<file path="src/rtl/serial_adder.sv">
// -----------------------------------------------------------------------------
// serial_adder
//
// Purpose:
//   Multi-cycle adder. Adds two WIDTH-bit operands plus a carry-in, DIGIT bits
//   per clock, with the carry kept in a register between steps. A request is
//   accepted on start and the result appears after STEPS = WIDTH/DIGIT run
//   cycles. Sum/Carry are registered and only change on the completion edge,
//   so they never show partial results.
//
// Parameters:
//   WIDTH  operand/result width in bits (>= 1)
//   DIGIT  bits added per clock; must divide WIDTH exactly
//
// Ports:
//   clk    in   rising-edge clock
//   rst_n  in   asynchronous active-low reset
//   start  in   request, accepted in IDLE or DONE, ignored while busy
//   X      in   operand A, captured on accept
//   Y      in   operand B, captured on accept
//   Cin    in   carry-in, captured on accept
//   Sub    in   (only with SERIAL_ADDER_SUB_EN) 1 = compute X - Y - Cin
//   busy   out  high while the add is running
//   done   out  one-cycle pulse, Sum/Carry have just been updated
//   Sum    out  last completed result (modulo 2^WIDTH)
//   Carry  out  last completed carry-out of the MSB (1 = no borrow when
//               subtracting)
//
// Configuration macro:
//   SERIAL_ADDER_SUB_EN  adds the Sub port and subtract mode.
// -----------------------------------------------------------------------------
module serial_adder #(
  parameter int WIDTH = 8,
  parameter int DIGIT = 1
) (
  input  logic             clk,
  input  logic             rst_n,
  input  logic             start,
  input  logic [WIDTH-1:0] X,
  input  logic [WIDTH-1:0] Y,
  input  logic             Cin,
`ifdef SERIAL_ADDER_SUB_EN
  input  logic             Sub,
`endif
  output logic             busy,
  output logic             done,
  output logic [WIDTH-1:0] Sum,
  output logic             Carry
);

  localparam int STEPS = WIDTH / DIGIT;
  localparam int CW    = (STEPS > 1) ? $clog2(STEPS) : 1;

  localparam logic [1:0] S_IDLE = 2'd0;
  localparam logic [1:0] S_RUN  = 2'd1;
  localparam logic [1:0] S_DONE = 2'd2;

  localparam logic [CW-1:0] LAST_STEP = CW'(STEPS - 1);

  logic [1:0]       state_q, state_d;
  logic [WIDTH-1:0] a_q, a_d;
  logic [WIDTH-1:0] b_q, b_d;
  logic [WIDTH-1:0] res_q, res_d;
  logic [WIDTH-1:0] sum_q, sum_d;
  logic             cy_q, cy_d;
  logic             carry_q, carry_d;
  logic [CW-1:0]    cnt_q, cnt_d;

  logic [WIDTH-1:0]       b_load;
  logic                   cy_load;
  logic [DIGIT:0]         digit_sum;
  logic [WIDTH+DIGIT-1:0] res_shift;
  logic [WIDTH-1:0]       res_step;
  logic                   last_step;

  // Operand B / carry as loaded into the datapath. Subtraction is X + ~Y + ~Cin,
  // i.e. two's complement with the borrow-in folded into the initial carry.
`ifdef SERIAL_ADDER_SUB_EN
  assign b_load  = Sub ? ~Y   : Y;
  assign cy_load = Sub ? ~Cin : Cin;
`else
  assign b_load  = Y;
  assign cy_load = Cin;
`endif

  // One digit step: DIGIT-bit add with carry, DIGIT+1-bit result.
  assign digit_sum = {1'b0, a_q[DIGIT-1:0]}
                   + {1'b0, b_q[DIGIT-1:0]}
                   + {{DIGIT{1'b0}}, cy_q};

  // New digit enters at the MSB end; after STEPS steps the first digit has
  // travelled down to bit 0. Building the shift on a widened vector keeps it
  // valid for WIDTH == DIGIT, where the old result contributes nothing.
  assign res_shift = {digit_sum[DIGIT-1:0], res_q};
  assign res_step  = res_shift[WIDTH+DIGIT-1:DIGIT];

  assign last_step = (cnt_q == LAST_STEP);

  always_comb begin
    state_d = state_q;
    a_d     = a_q;
    b_d     = b_q;
    res_d   = res_q;
    cy_d    = cy_q;
    cnt_d   = cnt_q;
    sum_d   = sum_q;
    carry_d = carry_q;

    case (state_q)
      S_IDLE, S_DONE: begin
        if (start) begin
          a_d     = X;
          b_d     = b_load;
          cy_d    = cy_load;
          res_d   = '0;
          cnt_d   = '0;
          state_d = S_RUN;
        end else begin
          state_d = S_IDLE;
        end
      end

      S_RUN: begin
        a_d   = a_q >> DIGIT;
        b_d   = b_q >> DIGIT;
        cy_d  = digit_sum[DIGIT];
        res_d = res_step;
        if (last_step) begin
          // Publish the complete result on the same edge as the final step.
          sum_d   = res_step;
          carry_d = digit_sum[DIGIT];
          cnt_d   = '0;
          state_d = S_DONE;
        end else begin
          cnt_d = cnt_q + CW'(1);
        end
      end

      default: begin
        // Unreachable encoding: recover to IDLE without touching results.
        state_d = S_IDLE;
      end
    endcase
  end

  always_ff @(posedge clk or negedge rst_n) begin
    if (!rst_n) begin
      state_q <= S_IDLE;
      a_q     <= '0;
      b_q     <= '0;
      res_q   <= '0;
      cy_q    <= 1'b0;
      cnt_q   <= '0;
      sum_q   <= '0;
      carry_q <= 1'b0;
    end else begin
      state_q <= state_d;
      a_q     <= a_d;
      b_q     <= b_d;
      res_q   <= res_d;
      cy_q    <= cy_d;
      cnt_q   <= cnt_d;
      sum_q   <= sum_d;
      carry_q <= carry_d;
    end
  end

  assign busy  = (state_q == S_RUN);
  assign done  = (state_q == S_DONE);
  assign Sum   = sum_q;
  assign Carry = carry_q;

endmodule

</file>
<file path="config.mk">
export PLATFORM = sky130hd
export DESIGN_NAME = serial_adder
export DESIGN_NICKNAME = d
export VERILOG_FILES = /design/src/rtl/serial_adder.sv
export SDC_FILE = /design/constraint.sdc
export NUM_CORES = 1
export LEC_CHECK = 0
export BUFFER_PORTS_ARGS = -buffer_cell sky130_fd_sc_hd__buf_4
export CAP_MARGIN = 20
export CORE_MARGIN = 2
export CORE_UTILIZATION = 45
export CTS_CLUSTER_SIZE = 40
export DETAILED_ROUTE_END_ITERATION = 7
export MAX_ROUTING_LAYER = met4
export PLACE_DENSITY = 0.74
export SLEW_MARGIN = 30
export SYNTH_ARGS = -nofsm -noshare
export SYNTH_HDL_FRONTEND = slang
export SYNTH_SLANG_ARGS = --single-unit
</file>
<file path="constraint.sdc">
create_clock -name clk -period 2 [get_ports clk]
set_clock_uncertainty 0.15 [all_clocks]
set_input_delay 0.5 -clock clk [delete_from_list [all_inputs] [get_ports clk]]
set_output_delay 0.5 -clock clk [all_outputs]
set_load 0.005 [all_outputs]
</file>
==> results.cfg, run 1 <==
[placement]
globalplace.congestion = 0.713
dp_cells = 219
dpl_worst_slack_ns = 0.297
io_buffer_count = 30
place_hpwl_um = 2530
postPlaceCellArea_um2 = 2200

[synthesis]
seq_area_frac_synth = 0.483
synth_area_leaders = dfrtp_1 48%, mux2i_1 25%, mux2_4 6.9%
synthCells = 142
ys_warn_count = 0
yosysUniqueCellTypes = 24
yosys.area.top_type = dfrtp_1
ys_top_cells_by_count = 49 x mux2i_1, 38 x dfrtp_1, 9 x mux2_4, 6 x a22o_1
ys_seq_elements = 38
synthFlopType = dfrtp_1
async_reset_ff_frac = 1.00
synth_edf_count = 0
yosysMostFrequentCell = mux2i_1
synth_nets = 165
netlist_area_um2 = 1970
syn_area_per_cell_um2 = 13.9
synth_top_area_share = 0.483

[floorplan]
initial_core_util = 0.458
die_w_um = 70.1
die_h_um = 70.1
dieArea_um2 = 4920
rows = 24
ioPinCount = 31
core_um2 = 4290

[sta]
fin_setup_tns_ns = 0
fin_crit_sh = 0.946
finalHoldViolCount = 0
final.min_clock_period_ns = 1.89
worst_slack_ns = 0.108
final_max_slew_viol_count = 0
tightest_slew_ns = 0.494
slew_headroom = 0.671
setup_viol = 0
rsz0062_at_grt = no
timing.fmax_ghz = 0.529

[setup_path]
crit_required_ns = 1.35
cp_slowest_stage_delay_ns = 0.53
startpoint_type = flip-flop
end_kind = output pin
slowest_stage = dfrtp_1
path_class = reg2out
crit_chain = nand2b_1, inv_1, buf_4
cp_top_family = flip-flops
worst_ep_arrival_time_ns = 1.24
cp_max_fo = 11
critPathBufInv = 2

[global_routing]
grt_max_degree = 39
antenna_found_initial = 0
grt.overflow.total = 0
grt_first_pass_wirelength_um = 6240
track_usage = 0.166
first_global_vias = 1343

[clocking]
clkTransAtPathRegs_ns = 0.08
htreeDepth = 2
insertion_delay_ns = 0.30
clock_path_buffers = 2
cts_sinks = 38
ctsHoldBuffers = 0
cts.repair.resized = 0
cts_setup_buffers = 0
cts_tree = built
cts_made_buffers = 5
cts-root-buf = clkbuf_8

[finish]
num_antenna_cells = 0
layout.cells.non_filler = 227
layout-drive-gt1-share = 0.326
area_growth_pct = 17.5
final_area_um2 = 2310
fin_nets = 197

[job]
maxCapViolCount = 0

[power_and_ir_drop]
p_per_area_nw_per_um2 = 1390
p_leak_nw = 1.18
peakVddDrop_mv = 0.530

[drt]
dr.pass1.iters = 4
drc_errors = 0
drtIter0Drc = 48
wirelength_um = 3620
vias = 1240
vias_per_cell = 5.46
antenna_left = 0
post_drt_wl_per_cell_um = 15.9

[run_status]
outcome = completed

[min_path]
hp-class = in2async
placed cells by master (no fill, tap or decap):
cell / synthesis / final
mux2i_1: 49 / 49
dfrtp_1: 38 / 38
buf_4: 3 / 35
mux2_4: 9 / 9
clkbuf_8: 0 / 8
a22o_1: 6 / 6
nand3_1: 4 / 4
nand2b_1: 3 / 3
mux2_2: 3 / 3
mux2_1: 3 / 3
o21ai_0: 3 / 3
inv_1: 2 / 2
a31o_2: 2 / 2
ha_1: 2 / 2
nor2b_1: 1 / 1
nand3b_1: 1 / 1
nor2_1: 1 / 1
and3b_1: 1 / 1
or3b_1: 1 / 1
or4bb_1: 1 / 1
nor4b_1: 1 / 1
fa_1: 1 / 1
metrics by stage:
stage                     total power [mW]  utilization  hold slack, ns
after floorplan                       2.27            -          0.0544
after global placement                2.55        0.513           0.336
after detailed placement              2.64        0.513           0.346
after CTS                             3.27        0.539          0.0271
after global routing                  3.46        0.539          0.0591
final                                 3.23        0.539          0.0176
routing by layer:
metal / GRT usage / up-vias / wire [um]
met3: 0.0418 / 6 / 164
li1: - / 578 / -
met2: 0.263 / 31 / 1830
met4: 0.0748 / 0 / 65
met1: 0.200 / 625 / 1560
met5: - / - / 0
flip-flops by register name, indices dropped and copies added, names as in the netlist:
signal	flops
Carry	1
Sum	8
a_q	8
b_q	8
cnt_q	3
cy_q	1
res_q	7
state_q	2
report_power, final:
part           internal [mW]  switching (mW)
clock network          0.348           0.271
registers               1.10           0.268
logic                  0.741           0.497
total                   2.19            1.04
layout make-up:
type	instances	area, um^2
clock buffers	8	110
fillers	360	1980
repair buffers	35	263
inverters	2	7.51
multi-input cells	92	917
well taps	52	65.1
flip-flops and latches	38	951
final timing paths:
check	startpoint	to	slack, ns	cells after the start
min in group clk	Y[6]	b_q[6]$_DFFE_PN0P_	0.34	3
worst min-delay path	rst_n	Sum[2]$_DFFE_PN0P_	0.02	1
worst max-delay path	state_q[1]$_DFFE_PN0P_	busy	0.11	3
worst max register to register	cnt_q[0]$_DFFE_PN0P_	Sum[4]$_DFFE_PN0P_	0.29	5
max in group asynchronous	rst_n	cy_q$_DFFE_PN0P_	1.34	1
worst min register to register	Sum[2]$_DFFE_PN0P_	Sum[2]$_DFFE_PN0P_	0.37	1
worst reg2reg max path: stages, from the launching register on:
cell and delay [ns]:
dfrtp_1 0.40, ha_1 0.21, ha_1 0.22, nand3b_1 0.09, buf_4 0.21, mux2_4 0.32
logic make-up (layout without fill, tap and decap cells):
kind of cell               count (synthesis)  in the layout  share of synthesized area
muxes                                     64             64                      0.352
DFF                                       38             38                      0.483
and+or+nand+nor                           14             14                     0.0477
buffers and inverters                     12             45                     0.0509
AOI/OAI and AO/OA                         11             11                     0.0432
adders and majority gates                  3              3                     0.0229
(Power assumes the default switching activity.)
==> run 2: changes to the inputs <==
--- a/config.mk
+++ b/config.mk
@@ -5,14 +5,17 @@
 export SDC_FILE = /design/constraint.sdc
 export NUM_CORES = 1
 export LEC_CHECK = 0
+export ABC_AREA = 1
 export BUFFER_PORTS_ARGS = -buffer_cell sky130_fd_sc_hd__buf_4
 export CAP_MARGIN = 20
+export CELL_PAD_IN_SITES_DETAIL_PLACEMENT = 1
+export CELL_PAD_IN_SITES_GLOBAL_PLACEMENT = 1
 export CORE_MARGIN = 2
-export CORE_UTILIZATION = 45
+export CORE_UTILIZATION = 41
 export CTS_CLUSTER_SIZE = 40
 export DETAILED_ROUTE_END_ITERATION = 7
 export MAX_ROUTING_LAYER = met4
-export PLACE_DENSITY = 0.74
+export PLACE_DENSITY = 0.87
 export SLEW_MARGIN = 30
 export SYNTH_ARGS = -nofsm -noshare
 export SYNTH_HDL_FRONTEND = slang
==> run 2 against run 1 <==
Against the previous run:
- final cell count rose by 35%
- largest cell class unchanged
- synthesized cell count increased by 55%
- sequential power about the same
- total power rose by 16%
- die area is 0.84% higher
- global-route usage increased by 2.5 points
- non-clock buffer count down 1
- critical path depth unchanged
- combinational power is 28% higher
- sequential share of layout area increased by 1.8 points
- clock power rose by 31%
- setup slack better by 0.045 ns
==> results.cfg, run 2 <==
[run_status]
outcome = completed

[sta]
finalHoldViolCount = 0
tightest_slew_ns = 0.483
timing.fmax_ghz = 0.542
slew_headroom = 0.678
fin_crit_sh = 0.923
final_max_slew_viol_count = 0
fin_setup_tns_ns = 0
setup_viol = 0
final.min_clock_period_ns = 1.85
rsz0062_at_grt = no

[drt]
vias_per_cell = 4.86
dr.pass1.iters = 4
post_drt_wl_per_cell_um = 13.6
vias = 1487
drc_errors = 0
drtIter0Drc = 48
antenna_left = 0
wirelength_um = 4170

[setup_path]
critPathBufInv = 2
cp_max_fo = 17
setup.worst_path.start = state_q[1]$_DFFE_PN0P_
path_class = reg2out
critical_path_cell_count = 3
startpoint_type = flip-flop
end_kind = output pin
regToRegSetupSlack_ns = 0.45
r2r-end = a_q[7]$_DFFE_PN0P_
crit_end = done
cp_slowest_stage_delay_ns = 0.42
r2r-start = state_q[1]$_DFFE_PN0P_
crit_required_ns = 1.35
crit_chain = inv_2, nor2_1, buf_4
slowest_stage = dfrtp_1
reg2reg_depth = 5
cp_top_family = flip-flops
worst_ep_arrival_time_ns = 1.20

[global_routing]
grt_first_pass_wirelength_um = 7280
grt_max_degree = 39
antenna_found_initial = 0
first_global_vias = 1594
track_usage = 0.191
grt.overflow.total = 0

[floorplan]
die_w_um = 70.4
dieArea_um2 = 4960
rows = 24
die_h_um = 70.4
initial_core_util = 0.421
ioPinCount = 31
core_um2 = 4290

[finish]
layout_commonest_cell = nand2_1
fillers = 523
final_area_um2 = 2220
area_growth_pct = 22.5
num_antenna_cells = 0
fin_nets = 276
layout_common_cells = 73 x nand2_1, 40 x inv_1, 38 x dfrtp_1
layout-drive-gt1-share = 0.224

[synthesis]
synth_nets = 243
syn_area_per_cell_um2 = 8.22
synth_area_leaders = dfrtp_1 53%, nand2_1 15%, inv_1 8.3%
ys_seq_elements = 38
async_reset_ff_frac = 1.00
synth_edf_count = 0
yosysUniqueCellTypes = 18
netlist_area_um2 = 1810
ys_top_cells_by_count = 73 x nand2_1, 40 x inv_1, 38 x dfrtp_1, 30 x nand3_1, 11 x o21ai_0
synthFlopType = dfrtp_1
seq_area_frac_synth = 0.526
ys_warn_count = 0
synth_top_area_share = 0.526
synthCells = 220
yosys.area.top_type = dfrtp_1
yosysMostFrequentCell = nand2_1

[clocking]
cts_made_buffers = 5
htreeDepth = 2
ctsHoldBuffers = 0
clock_path_buffers = 2
insertion_delay_ns = 0.29
cts-root-buf = clkbuf_8
clkTransAtPathRegs_ns = 0.08
cts.repair.resized = 0
cts_setup_buffers = 0
cts_tree = built
cts_sinks = 38

[placement]
io_buffer_count = 30
globalplace.congestion = 0.737
place_hpwl_um = 2920
postPlaceCellArea_um2 = 2070

[power_and_ir_drop]
p_leak_nw = 1.25
p_per_area_nw_per_um2 = 1690
peakVddDrop_mv = 0.669

[job]
maxCapViolCount = 0

[min_path]
hp-class = in2async
## run 2: metal layers
layer	vias up	routed length (um)	track usage
li1	730	-	-
met1	716	1790	0.226
met2	36	2180	0.331
met3	5	167	0.0346
met4	0	37	0.0577
met5	-	0	-
## run 2: cell type report
type                    count  area (um^2)  share of cell area
flip-flops and latches     38          951               0.429
clock inverters             2         60.1              0.0271
multi-input cells         131          642               0.290
inverters                  43          161              0.0728
repair buffers             34          255               0.115
well taps                  52         65.1              0.0293
clock buffers               6         82.6              0.0372
## run 2: power by group
part	switching, mW	internal (mW)
Combinational	0.948	0.639
Sequential	0.213	1.14
Clock	0.278	0.532
Total	1.44	2.31
## run 2: worst min-delay path by stage
| stage | endpoint | from | cells after the start |
|---|---|---|---|
| after floorplan | Carry$_DFFE_PN0P_ | rst_n | 0 |
| after CTS | Sum[0]$_DFFE_PN0P_ | rst_n | 1 |
| after global placement | b_q[4]$_DFFE_PN0P_ | b_q[4]$_DFFE_PN0P_ | 2 |
| after detailed placement | a_q[2]$_DFFE_PN0P_ | a_q[2]$_DFFE_PN0P_ | 2 |
| after global routing | Sum[2]$_DFFE_PN0P_ | rst_n | 1 |
| final | Sum[2]$_DFFE_PN0P_ | rst_n | 1 |
## run 2: logic make-up (layout without fill, tap and decap cells)
group | Yosys count | count (layout) | share of synthesized area
simple gates | 109 | 109 | 0.261
buf+inv | 51 | 85 | 0.120
flops | 38 | 38 | 0.526
compound gates | 19 | 19 | 0.0692
fa+ha+maj | 3 | 3 | 0.0249
## run 2: stage by stage
step            util  setup WS, ns  hold slack, ns  cells  power [mW]
2_1_floorplan      -         0.478          0.0544    220        2.44
3_3_place_gp   0.483         0.479           0.313    298        2.85
3_5_place_dp   0.483         0.437           0.321    298        2.97
4_1_cts        0.516         0.146          0.0385    306        3.81
5_1_grt        0.516        0.0977          0.0603    306        4.10
6_report       0.516         0.153          0.0128    306        3.75
==> run 3: changes to the inputs <==
--- a/config.mk
+++ b/config.mk
@@ -16,6 +16,7 @@
 export DETAILED_ROUTE_END_ITERATION = 7
 export MAX_ROUTING_LAYER = met4
 export PLACE_DENSITY = 0.87
+export SETUP_SLACK_MARGIN = 0.4
 export SLEW_MARGIN = 30
 export SYNTH_ARGS = -nofsm -noshare
 export SYNTH_HDL_FRONTEND = slang
==> run 3 against run 2 <==
Against the previous run:
- largest power group unchanged
- via count fell by 0.54%
- final cell count is 0.98% higher
- critical path type unchanged
- sequential power barely moved
- combinational power is 6% higher
==> results.cfg, run 3 (synthesis results as in run 2) <==
[run_status]
outcome = completed

[floorplan]
die_h_um = 70.4
initial_core_util = 0.421
rows = 24
die_w_um = 70.4
ioPinCount = 31
dieArea_um2 = 4960
core_um2 = 4290

[power_and_ir_drop]
p_leak_nw = 1.28
p_per_area_nw_per_um2 = 1690
p_total_mw = 3.85
peakVddDrop_mv = 0.669

[clocking]
cts_tree = built
insertion_delay_ns = 0.28
cts-root-buf = clkbuf_8
clock_path_buffers = 2
cts_sinks = 38
clkTransAtPathRegs_ns = 0.07
ctsHoldBuffers = 0
htreeDepth = 2
cts_made_buffers = 5

[sta]
rsz0062_at_grt = yes
slew_headroom = 0.677
fin_setup_tns_ns = 0
worst_slack_ns = 0.374
fin_crit_sh = 0.813
final_max_slew_viol_count = 0
final.min_clock_period_ns = 1.63
tightest_slew_ns = 0.484
setup_viol = 0
finalHoldViolCount = 0
timing.fmax_ghz = 0.615

[drt]
drtIter0Drc = 60
antenna_left = 0
wirelength_um = 4250
vias_per_cell = 4.79
vias = 1479
post_drt_wl_per_cell_um = 13.8
drc_errors = 0
dr.pass1.iters = 4

[global_routing]
grt_max_degree = 39
grt_first_pass_wirelength_um = 7360
track_usage = 0.193
grt.overflow.total = 0
first_global_vias = 1606
antenna_found_initial = 0

[job]
maxCapViolCount = 0

[setup_path]
worst_ep_arrival_time_ns = 0.98
cp_max_fo = 4
startpoint_type = flip-flop
end_kind = output pin
path_class = reg2out
crit_required_ns = 1.35
regToRegSetupSlack_ns = 0.50

[min_path]
hp-class = in2async

[placement]
globalplace.congestion = 0.737
place_hpwl_um = 2920
io_buffer_count = 30
dpl_worst_slack_ns = 0.437

[finish]
layout-drive-gt1-share = 0.245
layout_common_cells = 73 x nand2_1, 40 x inv_1, 36 x dfrtp_1
fin_nets = 279
fillers = 514
num_antenna_cells = 0
area_growth_pct = 26.1
layout_commonest_cell = nand2_1
utilization = 0.531
==> run 3: changes by cell type in the layout (fill, tap and decap cells not counted), sizes merged <==
| cell | delta |
|---|---|
| buf | +3 |
==> run 3: per-layer routing <==
metal,routed length [um],GRT usage,vias to the layer above
li1,-,-,734
met1,1830,0.229,707
met2,2240,0.335,32
met3,144,0.0346,6
met4,35,0.0577,0
met5,0,-,-
==> run 3: layout make-up <==
type / count / area, um^2 / area share
flip-flops and latches: 38 / 953 / 0.418
multi-input cells: 131 / 649 / 0.285
repair buffers: 37 / 305 / 0.134
inverters: 43 / 166 / 0.0729
clock buffers: 6 / 82.6 / 0.0362
well taps: 52 / 65.1 / 0.0285
clock inverters: 2 / 60.1 / 0.0263
==> run 3: worst max-delay path: stages (launching register included) <==
cell and delay (ns):
dfrtp_2 0.45, nor2_2 0.13, buf_4 0.11
==> run 3: power by group <==
| group | internal, mW | switching [mW] |
|---|---|---|
| Clock | 0.532 | 0.271 |
| Combinational | 0.699 | 0.988 |
| Sequential | 1.14 | 0.213 |
==> run 3: through the flow <==
step	instance area (um^2)	hold slack, ns	instances
2_1_floorplan	1810	0.0544	220
3_3_place_gp	2070	0.313	298
3_5_place_dp	2070	0.321	298
4_1_cts	2230	0.0385	307
5_1_grt	2280	0.0527	309
6_report	2280	0.0187	309
==> run 3: worst paths after layout <==
kind / cells past startpoint / from / end
max in group asynchronous: 1 / rst_n / state_q[1]$_DFFE_PN0P_
setup reg to reg: 7 / state_q[1]$_DFFE_PN0P_ / cnt_q[0]$_DFFE_PN0P_
setup / recovery: 2 / state_q[0]$_DFFE_PN0P_ / done
min in group clk: 3 / X[7] / a_q[7]$_DFFE_PN0P_
hold / removal: 1 / rst_n / Sum[2]$_DFFE_PN0P_
hold reg to reg: 2 / Sum[3]$_DFFE_PN0P_ / Sum[3]$_DFFE_PN0P_
==> run 3: what timing repair did <==
action,CTS,global route
pin swaps,0,1
setup buffers,1,2
endpoints found under the setup margin,2,24
gates cloned,0,0
resized for setup,4,7
